$ cat src/rtl/mul_pkg.sv
// Shared types and sizing helpers for the sequential shift-and-add multiplier.
// Signed operation is selected at build time with MUL_SIGNED_EN.
package mul_pkg;

  typedef enum logic [1:0] {
    IDLE,
    CALC,
    DONE
  } mul_state_t;

  localparam int MUL_WD_DEFAULT = 8;

  function automatic int CNT_W(input int wd);
    return $clog2(wd) + 1;
  endfunction

endpackage

$ cat src/rtl/mul_step.sv
// One partial-product step: conditionally add the multiplicand to the
// running accumulator, keeping the carry as bit WD of the sum.
module mul_step
  import mul_pkg::*;
#(
  parameter int WD = MUL_WD_DEFAULT
) (
  input  logic [WD-1:0] acc,
  input  logic [WD-1:0] mcand,
  input  logic          mplr_lsb,
  output logic [WD:0]   sum
);

  logic [WD:0] addend;

  assign addend = mplr_lsb ? {1'b0, mcand} : '0;
  assign sum    = {1'b0, acc} + addend;

endmodule

$ cat src/rtl/seq_multiplier.sv
// Iterative WD-cycle shift-and-add multiplier with start/busy/done handshake.
// Define MUL_SIGNED_EN to treat X and Y as two's complement.
module seq_multiplier
  import mul_pkg::*;
#(
  parameter int WD = MUL_WD_DEFAULT
) (
  input  logic            clk,
  input  logic            rst,
  input  logic            start,
  input  logic [WD-1:0]   X,
  input  logic [WD-1:0]   Y,
  output logic            busy,
  output logic            done,
  output logic [2*WD-1:0] product
);

  localparam int CW = CNT_W(WD);

  mul_state_t    state;
  logic [WD-1:0] acc;
  logic [WD-1:0] mcand;
  logic [WD-1:0] mplr;
  logic [CW-1:0] cnt;
  logic [WD:0]   sum;
  logic          last;
  logic [WD-1:0] xa;
  logic [WD-1:0] ya;
  logic [2*WD-1:0] full;
  logic [2*WD-1:0] res;

  mul_step #(.WD(WD)) u_step (
    .acc      (acc),
    .mcand    (mcand),
    .mplr_lsb (mplr[0]),
    .sum      (sum)
  );

  assign busy = (state != IDLE);
  assign last = (cnt == CW'(WD - 1));
  assign full = {acc, mplr};

`ifdef MUL_SIGNED_EN
  logic neg;

  // -(-2^(WD-1)) wraps to itself, which is the correct unsigned magnitude
  assign xa  = X[WD-1] ? -X : X;
  assign ya  = Y[WD-1] ? -Y : Y;
  assign res = neg ? -full : full;

  always_ff @(posedge clk or posedge rst) begin
    if (rst) begin
      neg <= 1'b0;
    end else if (state == IDLE && start) begin
      neg <= X[WD-1] ^ Y[WD-1];
    end
  end
`else
  assign xa  = X;
  assign ya  = Y;
  assign res = full;
`endif

  always_ff @(posedge clk or posedge rst) begin
    if (rst) begin
      state   <= IDLE;
      acc     <= '0;
      mcand   <= '0;
      mplr    <= '0;
      cnt     <= '0;
      done    <= 1'b0;
      product <= '0;
    end else begin
      done <= 1'b0;
      unique case (state)
        IDLE: begin
          if (start) begin
            mcand <= xa;
            mplr  <= ya;
            acc   <= '0;
            cnt   <= '0;
            state <= CALC;
          end
        end
        CALC: begin
          // carry lands in acc MSB, low sum bit shifts into mplr
          acc  <= sum[WD:1];
          mplr <= {sum[0], mplr[WD-1:1]};
          cnt  <= cnt + 1'b1;
          if (last) begin
            state <= DONE;
          end
        end
        DONE: begin
          product <= res;
          done    <= 1'b1;
          state   <= IDLE;
        end
        default: state <= IDLE;
      endcase
    end
  end

endmodule
$ cat config.mk
export PLATFORM = sky130hd
export DESIGN_NAME = seq_multiplier
export DESIGN_NICKNAME = d
export VERILOG_FILES = /design/src/rtl/mul_pkg.sv /design/src/rtl/mul_step.sv /design/src/rtl/seq_multiplier.sv
export SDC_FILE = /design/constraint.sdc
export NUM_CORES = 1
export LEC_CHECK = 0
export ABC_AREA = 1
export CORE_ASPECT_RATIO = 0.7
export CORE_MARGIN = 8
export CORE_UTILIZATION = 40
export DETAILED_ROUTE_END_ITERATION = 7
export GPL_TIMING_DRIVEN = 0
export SYNTH_ARGS = -nofsm -noshare
export SYNTH_HDL_FRONTEND = slang
export SYNTH_SLANG_ARGS = --single-unit
export TNS_END_PERCENT = 20
$ cat constraint.sdc
create_clock -name clk -period 4.2 [get_ports clk]
set_clock_uncertainty 0.05 [all_clocks]
set_input_delay 0.63 -clock clk [delete_from_list [all_inputs] [get_ports clk]]
set_output_delay 0.63 -clock clk [all_outputs]
set_load 0.01 [all_outputs]
Word-level counts from Yosys, hierarchy flattened --
Cells that the tools add are included.
Operators by class: add/sub/neg operators 2, equality and inequality tests 5, multiplexer cells 11, reductions and logical operators 6
Operator list (count):
- $pmux W8 S2 | 2
- $mux W8 | 3
- $add A8 B9 Y9 | 1
- $pmux W4 S2 | 1
- $reduce_and A2 Y1 | 3
- $add A4 B1 Y4 const B | 1
- $eq A4 B3 Y1 const B | 1
- $mux W2 | 2
- $mux W4 | 1
- $ne A2 B2 Y1 const B | 2
- $pmux W2 S2 | 1
- $reduce_bool A2 Y1 | 2
- $eq A2 B1 Y1 const B | 1
- $eq A2 B2 Y1 const B | 1
- $logic_not A2 Y1 | 1
- $mux W1 | 1
Storage, ports and cells: word-level logic and storage cells 31, output and inout bits 18, input bits 19, register bits 47

Logic depth before layout (Yosys ltp) --
Gate-level depths: netlist of the first run.
word-level depth 3, gate-level depth with buffers 13, mapped depth without buffers 12

Hierarchy --
Synthesis of the first run repeated with hierarchy kept, for this count alone.
Unflattened totals: cells, all modules 305, area total of the unflattened synthesis 2388.5 µm²
Modules (own cells, without submodules):
- seq_multiplier | cells each 229, instances 1, sequential area each 1176.1 µm², area each 1948.1 µm²
- mul_step | cells each 76, instances 1, sequential area each 0.0 µm², area each 440.4 µm²

Least setup slack after synthesis of the first run --
Ideal clock, no wire load.
path kind reg2reg, start reg mplr[0], end reg acc[7], clock period less this slack 1813 ps, setup time 116 ps, path buffers 1, arrival time 1646 ps, path slack 2387 ps, stages on the path, launching flop included 14, required time 4034 ps, path through dfrtp_1 clkbuf_1 nand2_1 inv_1 ha_1 fa_1 nand2_1 nand2_1 nand3_1 nand2_1 nand2_1 nand2_1 nand2_1 nand2_1
On the way: cells in the longest elaborated chain, start to end 3
RTL lines:
- from (decl) | line seq_multiplier.sv:23 | logic [WD-1:0] mplr;
- from (signal assigned) | line seq_multiplier.sv:79 | mplr <= ya;
- from (signal assigned) | line seq_multiplier.sv:88 | mplr <= {sum[0], mplr[WD-1:1]};
- $mux W8 | line mul_step.sv:16 | assign addend = mplr_lsb ? {1'b0, mcand} : '0;
- $add A8 B9 Y9 | line mul_step.sv:17 | assign sum = {1'b0, acc} + addend;
- $pmux W8 S2 | line seq_multiplier.sv:75 | unique case (state)
- to (signal assigned) | line seq_multiplier.sv:87 | acc <= sum[WD:1];
- to (decl) | line seq_multiplier.sv:21 | logic [WD-1:0] acc;
No other way between the ends. A chain may end at the register's enable or synchronous reset.

Worst setup path after layout of the first run --
start reg state[0], end out busy
On the way: cells in the longest elaborated chain, start to end 1
RTL lines:
- from (decl) | line seq_multiplier.sv:20 | mul_state_t state;
- from (signal assigned) | line seq_multiplier.sv:66 | state <= IDLE;
- from (signal assigned) | line seq_multiplier.sv:82 | state <= CALC;
- from (signal assigned) | line seq_multiplier.sv:91 | state <= DONE;
- $reduce_bool A2 Y1 | line seq_multiplier.sv:39 | assign busy = (state != IDLE);
- to (decl) | line seq_multiplier.sv:13 | output logic busy,
No other way between the ends.

==> metrics.txt, run 1 <==
Crit-path slowest cell clkdlybuf4s50_1; core area 5610 um^2; grt ovf 0; Slew Limit Fails 0; Post-Syn Instances 264; Worst Tran Pin Value 0.407 ns; layout cells sized above 1 0.107; Clk Latency, worst-skew pair 0.30 ns; final cell count without fillers 383; worst r2r path cells 13; Worst EP arrival 1.40 ns; Worst Hold Launch product[13]; RSZ-0062 raised after global routing false; endpoints failing hold 0; RD Place Congestion 0.770; initial antenna violation count 0; reg-to-reg critical path endpoint acc[7]; clock root buffer clkbuf_8; Crit path largest cell delay 0.47 ns; max_cap viols 0; routed len/inst 12.8 um; Worst Setup Path Type flop to output pin; total negative slack 0 ns; worst path required time 3.52 ns; register area share after synthesis 0.517; Routed WL 4890 um; Area Overhead vs Synth 25.5%; sw power 0.000872 W; DR vias/cell 4.55; P per Cell Area 762 nW/um^2; PnR Total Power 0.00218 W; commonest non-fill, non-tap cells in the layout nand2_1 (93), dfrtp_1 (47), clkdlybuf4s50_1 (36), inv_1 (33), o21ai_1 (12); Fill cells 562; DP HPWL 3800 um; largest net degree at the start of global routing 31; height of the die 79.1 um; Critical Path End busy; initial core utilization 0.406; fin crit period 2.08 ns; Port Buffers 36; main area contributors after synthesis dfrtp_1 (52%), nand2_1 (15%), inv_1 (5.6%); Worst setup SP type flop; clock power share 0.151; top-level port count 37; drt pass-1 iters 4; Synth cell types 27; Worst-path clk slew 0.09 ns; Netlist Area Pre-Place 2280 um^2; setup bufs post-CTS 0; Int Pwr 0.00131 W; sw frac 0.400; die area 8400 um^2; Post-CTS Hold Fix Bufs 0; Clock Sinks 47; critical-path maximum fanout 3; leakage power figure 1.48 nW; first-pass GRT wire length 8570 um; CTS tree built; Comb pwr share 0.489; worst-path cell chain nor2_2, inv_1, clkdlybuf4s50_1; vias in the first global route 1777; Hold/Removal Path Class flop to flop; CP endpoint kind output pin; top cell type's share of synthesized area 0.517; Die Width 106 um; Seq pwr share 0.360; antenna cells 0; worst r2r src mplr[0]; synthesized net count 293; Longest Clk Path Bufs 2; via count 1741; 1st-iter DRT viols 88; Post-Syn Area per Cell 8.62 um^2; Yosys reg bits 47; DRC Markers 0; H-Tree Depth 2; row count 23; hold slack 0.431 ns; status finished, final reports clean; Synth area leader dfrtp_1; final setup fails 0; # nets final 337; most common cell after layout, fill and taps aside nand2_1; Peak Freq 480 MHz; headroom to the max-slew limit 0.728; Max rail drop VDD 0.000254 V; DP Cell Count 376; Overall Global Routing Usage 0.127; Num CTS Buffers 5; yosys warns 0; CP startpoint state[0]; period utilization 0.496; Final ANT Viol Nets 0; R2R setup slack 2.13 ns; CTS resizes 0
## area by class of cell
type	count	area [um^2]	share of cell area
Clock buffer	5	68.8	0.0241
Inverter	38	145	0.0508
Timing Repair Buffer	37	380	0.133
Tap cell	75	93.8	0.0329
Multi-Input combinational cell	172	898	0.314
Sequential cell	47	1180	0.412
Buffer	7	56.3	0.0197
Clock inverter	2	37.5	0.0131
## worst min-delay path by stage
| stage | cells past startpoint | end |
|---|---|---|
| after global routing | 2 | mcand[0] |
| after detailed placement | 2 | product[14] |
| after CTS | 2 | product[14] |
| after floorplan | 2 | mcand[7] |
| final | 2 | product[13] |
| after global placement | 2 | product[13] |
## power groups by stage
stage	logic [W]	registers (W)	clock network, W
global placement	0.00105	0.000789	0
global route	0.00122	0.000815	0.000353
finish	0.00106	0.000785	0.000328
floorplan	0.000714	0.000799	0
detailed placement	0.00108	0.000798	0
CTS	0.00108	0.000788	0.000333
## flip-flops by register name, summed over array words and instances, names as in the netlist
| register | flops |
|---|---|
| done | 1 |
| acc | 8 |
| cnt | 4 |
| mplr | 8 |
| mcand | 8 |
| state | 2 |
| product | 16 |
## synthesized netlist by cell type
| master | instances |
|---|---|
| buf_6 | 2 |
| o21ai_1 | 12 |
| a22o_1 | 1 |
| o21ai_2 | 1 |
| xor2_1 | 1 |
| buf_2 | 3 |
| nand2_1 | 93 |
| clkbuf_1 | 1 |
| ha_1 | 9 |
| a31oi_4 | 1 |
| nand3b_1 | 2 |
| nor2_4 | 1 |
| nor2_2 | 1 |
| inv_4 | 1 |
| o22ai_1 | 10 |
| or2_2 | 1 |
| nand3_1 | 9 |
| fa_1 | 1 |
| a21oi_1 | 9 |
| inv_2 | 3 |
| nand2_2 | 3 |
| o21ai_0 | 4 |
| buf_8 | 1 |
| a21oi_2 | 6 |
| nor2_1 | 7 |
| dfrtp_1 | 47 |
| inv_1 | 34 |
## metal layers
metal / up-vias / track usage / wire, um / share of wire
li1: 918 / - / - / -
met1: 776 / 0.177 / 2550 / 0.52
met2: 43 / 0.183 / 1970 / 0.40
met3: 4 / 0.0388 / 323 / 0.066
met4: 0 / 0.0392 / 41 / 0.0084
met5: - / 0 / 0 / 0
## per-stage QoR
| step | setup slack, ns | instance area (um^2) | utilization |
|---|---|---|---|
| after floorplan | 2.39 | 2280 | - |
| after global placement | 1.43 | 2730 | 0.487 |
| after detailed placement | 2.13 | 2750 | 0.490 |
| after CTS | 2.09 | 2860 | 0.509 |
| after global routing | 1.97 | 2860 | 0.509 |
| final | 2.12 | 2860 | 0.509 |
## worst max-delay path, delay by kind of cell (launching register included)
family,cells,cell delay (ns)
buffers and inverters,2,0.52
DFF,1,0.44
and+or+nand+nor,1,0.16
## cell families (layout without fill, tap and decap cells)
group,Yosys count,in the layout,share of synthesized area
AND/OR/NAND/NOR,117,117,0.210
adder cells (fa/ha/maj),10,10,0.0583
flip-flops,47,47,0.517
buffers and inverters,45,89,0.0885
XOR/XNOR,1,1,0.00385
AO/OA/AOI/OAI,44,44,0.123
Note: power is estimated with default switching activity, not from simulation.
==> run 2: changes to the inputs <==
- clock period: 4.2 -> 2.14 ns (I/O delays scaled with it)
==> run 2 against run 1 <==
Count of clock-buffer cells in the layout stayed put. Clock power up 95%. Non-clock buffer count is 1 lower. Total power increased by 96%. Combinational power increased by 94%. Critical path type is now flop to flop. Register-to-register slack worse by 2.0 ns. Largest cell class unchanged. First-iteration DRC count is 41% lower.
==> metrics.txt, run 2 (synthesis results as in run 1) <==
CTS resizes 0 (unchanged); Critical Path End acc[7]; R2R setup slack 0.16 ns (-1.97 ns); initial core utilization 0.406 (unchanged); clock root buffer clkbuf_8; period utilization 0.926; Routed WL 4880 um (-0.18%); # nets final 336 (-0.30%); hold slack 0.285 ns (-0.146 ns); final cell count without fillers 382 (-0.26%); most common cell after layout, fill and taps aside nand2_1; row count 23 (unchanged); DP Cell Count 376 (unchanged); DR vias/cell 4.54 (-0.14%); first-pass GRT wire length 8570 um (unchanged); H-Tree Depth 2 (unchanged); headroom to the max-slew limit 0.729 (about the same); final setup fails 0 (unchanged); status finished, final reports clean; P per Cell Area 1490 nW/um^2 (+96%); antenna cells 0 (unchanged); Peak Freq 505 MHz; routed len/inst 12.8 um (about the same); Worst setup SP type flop; uppermost layer routed met4; drt pass-1 iters 4 (unchanged); top-level port count 37 (unchanged); endpoints failing hold 0 (unchanged); 1st-iter DRT viols 52 (-41%); Worst-path clk slew 0.09 ns (about the same); worst path required time 2.29 ns (-1.23 ns); dpl cell area 2750 um^2 (unchanged); pre-CTS WS 0.0737 ns (-2.06 ns); Worst Tran Pin Value 0.406 ns (-0.000982 ns); WL met3 298 um (-7.7%); Metal-1 WL 2550 um (-0.20%); setup bufs post-CTS 0 (unchanged); max_cap viols 0 (unchanged); Clock Sinks 47 (unchanged); Max rail drop VDD 0.000495 V (+95%); RSZ-0062 raised after global routing false; height of the die 79.1 um (unchanged); layout cells sized above 1 0.107 (+0.000349); final core area utilization 0.508 (-0.000669); design area 2850 um^2 (-0.13%); Slew Limit Fails 0 (unchanged); via count 1734 (-0.40%); largest net degree at the start of global routing 31 (unchanged); core area 5610 um^2 (unchanged); Area Overhead vs Synth 25.3%; grt ovf 0 (unchanged); vias in the first global route 1777 (unchanged); Overall Global Routing Usage 0.127 (unchanged); Die Width 106 um (unchanged); Longest Clk Path Bufs 2 (unchanged); CTS tree built; Final ANT Viol Nets 0 (unchanged); Worst EP arrival 2.13 ns (+0.73 ns); DRC Markers 0 (unchanged); worst r2r src mplr[0]; leakage power figure 1.48 nW (about the same); Worst Setup Path Type flop to flop; Num CTS Buffers 5 (unchanged); setup ws final 0.159 ns (-1.96 ns); CP endpoint kind flop; Hold/Removal Path Class input pin to async pin; fin crit period 1.98 ns; DR WL met2 1990 um (+1.0%); CP startpoint mplr[0]; Largest Register product; initial antenna violation count 0 (unchanged); commonest non-fill, non-tap cells in the layout nand2_1 (93), dfrtp_1 (47), clkdlybuf4s50_1 (36), inv_1 (33), o21ai_1 (12); critical-path maximum fanout 9 (+6); Fill cells 561 (-0.18%); reg-to-reg critical path endpoint acc[7]; DP HPWL 3800 um (unchanged); die area 8400 um^2 (unchanged); RD Place Congestion 0.770 (unchanged); Clk Latency, worst-skew pair 0.30 ns (about the same); max FFs per register 16 (unchanged); Port Buffers 36 (unchanged); worst r2r path cells 12 (-1)
## run 2: worst min path at each step
stage | cells past startpoint | endpoint | slack [ns]
floorplan | 2 | mcand[0] | 0.38
global placement | 2 | product[13] | 0.41
detailed placement | 2 | product[14] | 0.42
CTS | 2 | product[15] | 0.31
global route | 2 | product[13] | 0.33
finish | 2 | product[13] | 0.29
## run 2: timing repair
action / CTS / global route
hold buffers: 0 / 0
hold endpoints to repair: 0 / 0
setup endpoints to repair: 0 / 2
## run 2: cell type report
type                    count  area (um^2)  area share
clock inverters             2         37.5      0.0132
multi-input cells         172          898       0.315
plain buffers               6         52.6      0.0184
well taps                  75         93.8      0.0329
repair buffers             37          380       0.133
inverters                  38          145      0.0509
clock buffers               5         68.8      0.0241
flip-flops and latches     47         1180       0.412
## run 2: stage by stage
| stage | TNS, ns | total power, W |
|---|---|---|
| 5_1_grt | 0 | 0.00468 |
| 3_3_place_gp | -14.90 | 0.00360 |
| 2_1_floorplan | 0 | 0.00297 |
| 3_5_place_dp | 0 | 0.00368 |
| 6_report | 0 | 0.00426 |
| 4_1_cts | 0 | 0.00432 |
## run 2: worst max-delay path, cell delays in order, from the launching register on
cell and delay (ns):
dfrtp_1 0.50, nand2_1 0.10, inv_1 0.06, ha_1 0.21, fa_1 0.39, nand2_1 0.09
nand2_1 0.10, nand3_1 0.10, nand2_1 0.08, nand2_1 0.06, nand2_1 0.04, nand2_1 0.05
nand2_1 0.05
## run 2: power breakdown
part / leakage [nW] / total [W] / internal [W] / switching (W)
Sequential: 0.592 / 0.00156 / 0.00129 / 0.000270
Combinational: 0.836 / 0.00206 / 0.000923 / 0.00113
Clock: 0.0502 / 0.000641 / 0.000342 / 0.000299
## run 2: routing by layer
| layer | vias up | track usage |
|---|---|---|
| met3 | 4 | 0.0388 |
| li1 | 915 | - |
| met4 | 0 | 0.0392 |
| met2 | 39 | 0.183 |
| met5 | - | 0 |
| met1 | 776 | 0.177 |
==> run 3: changes to the inputs <==
- TNS_END_PERCENT: 20 -> 1
==> results of run 3 <==
The final DEF is identical to that of run 2; final timing and power are the same.
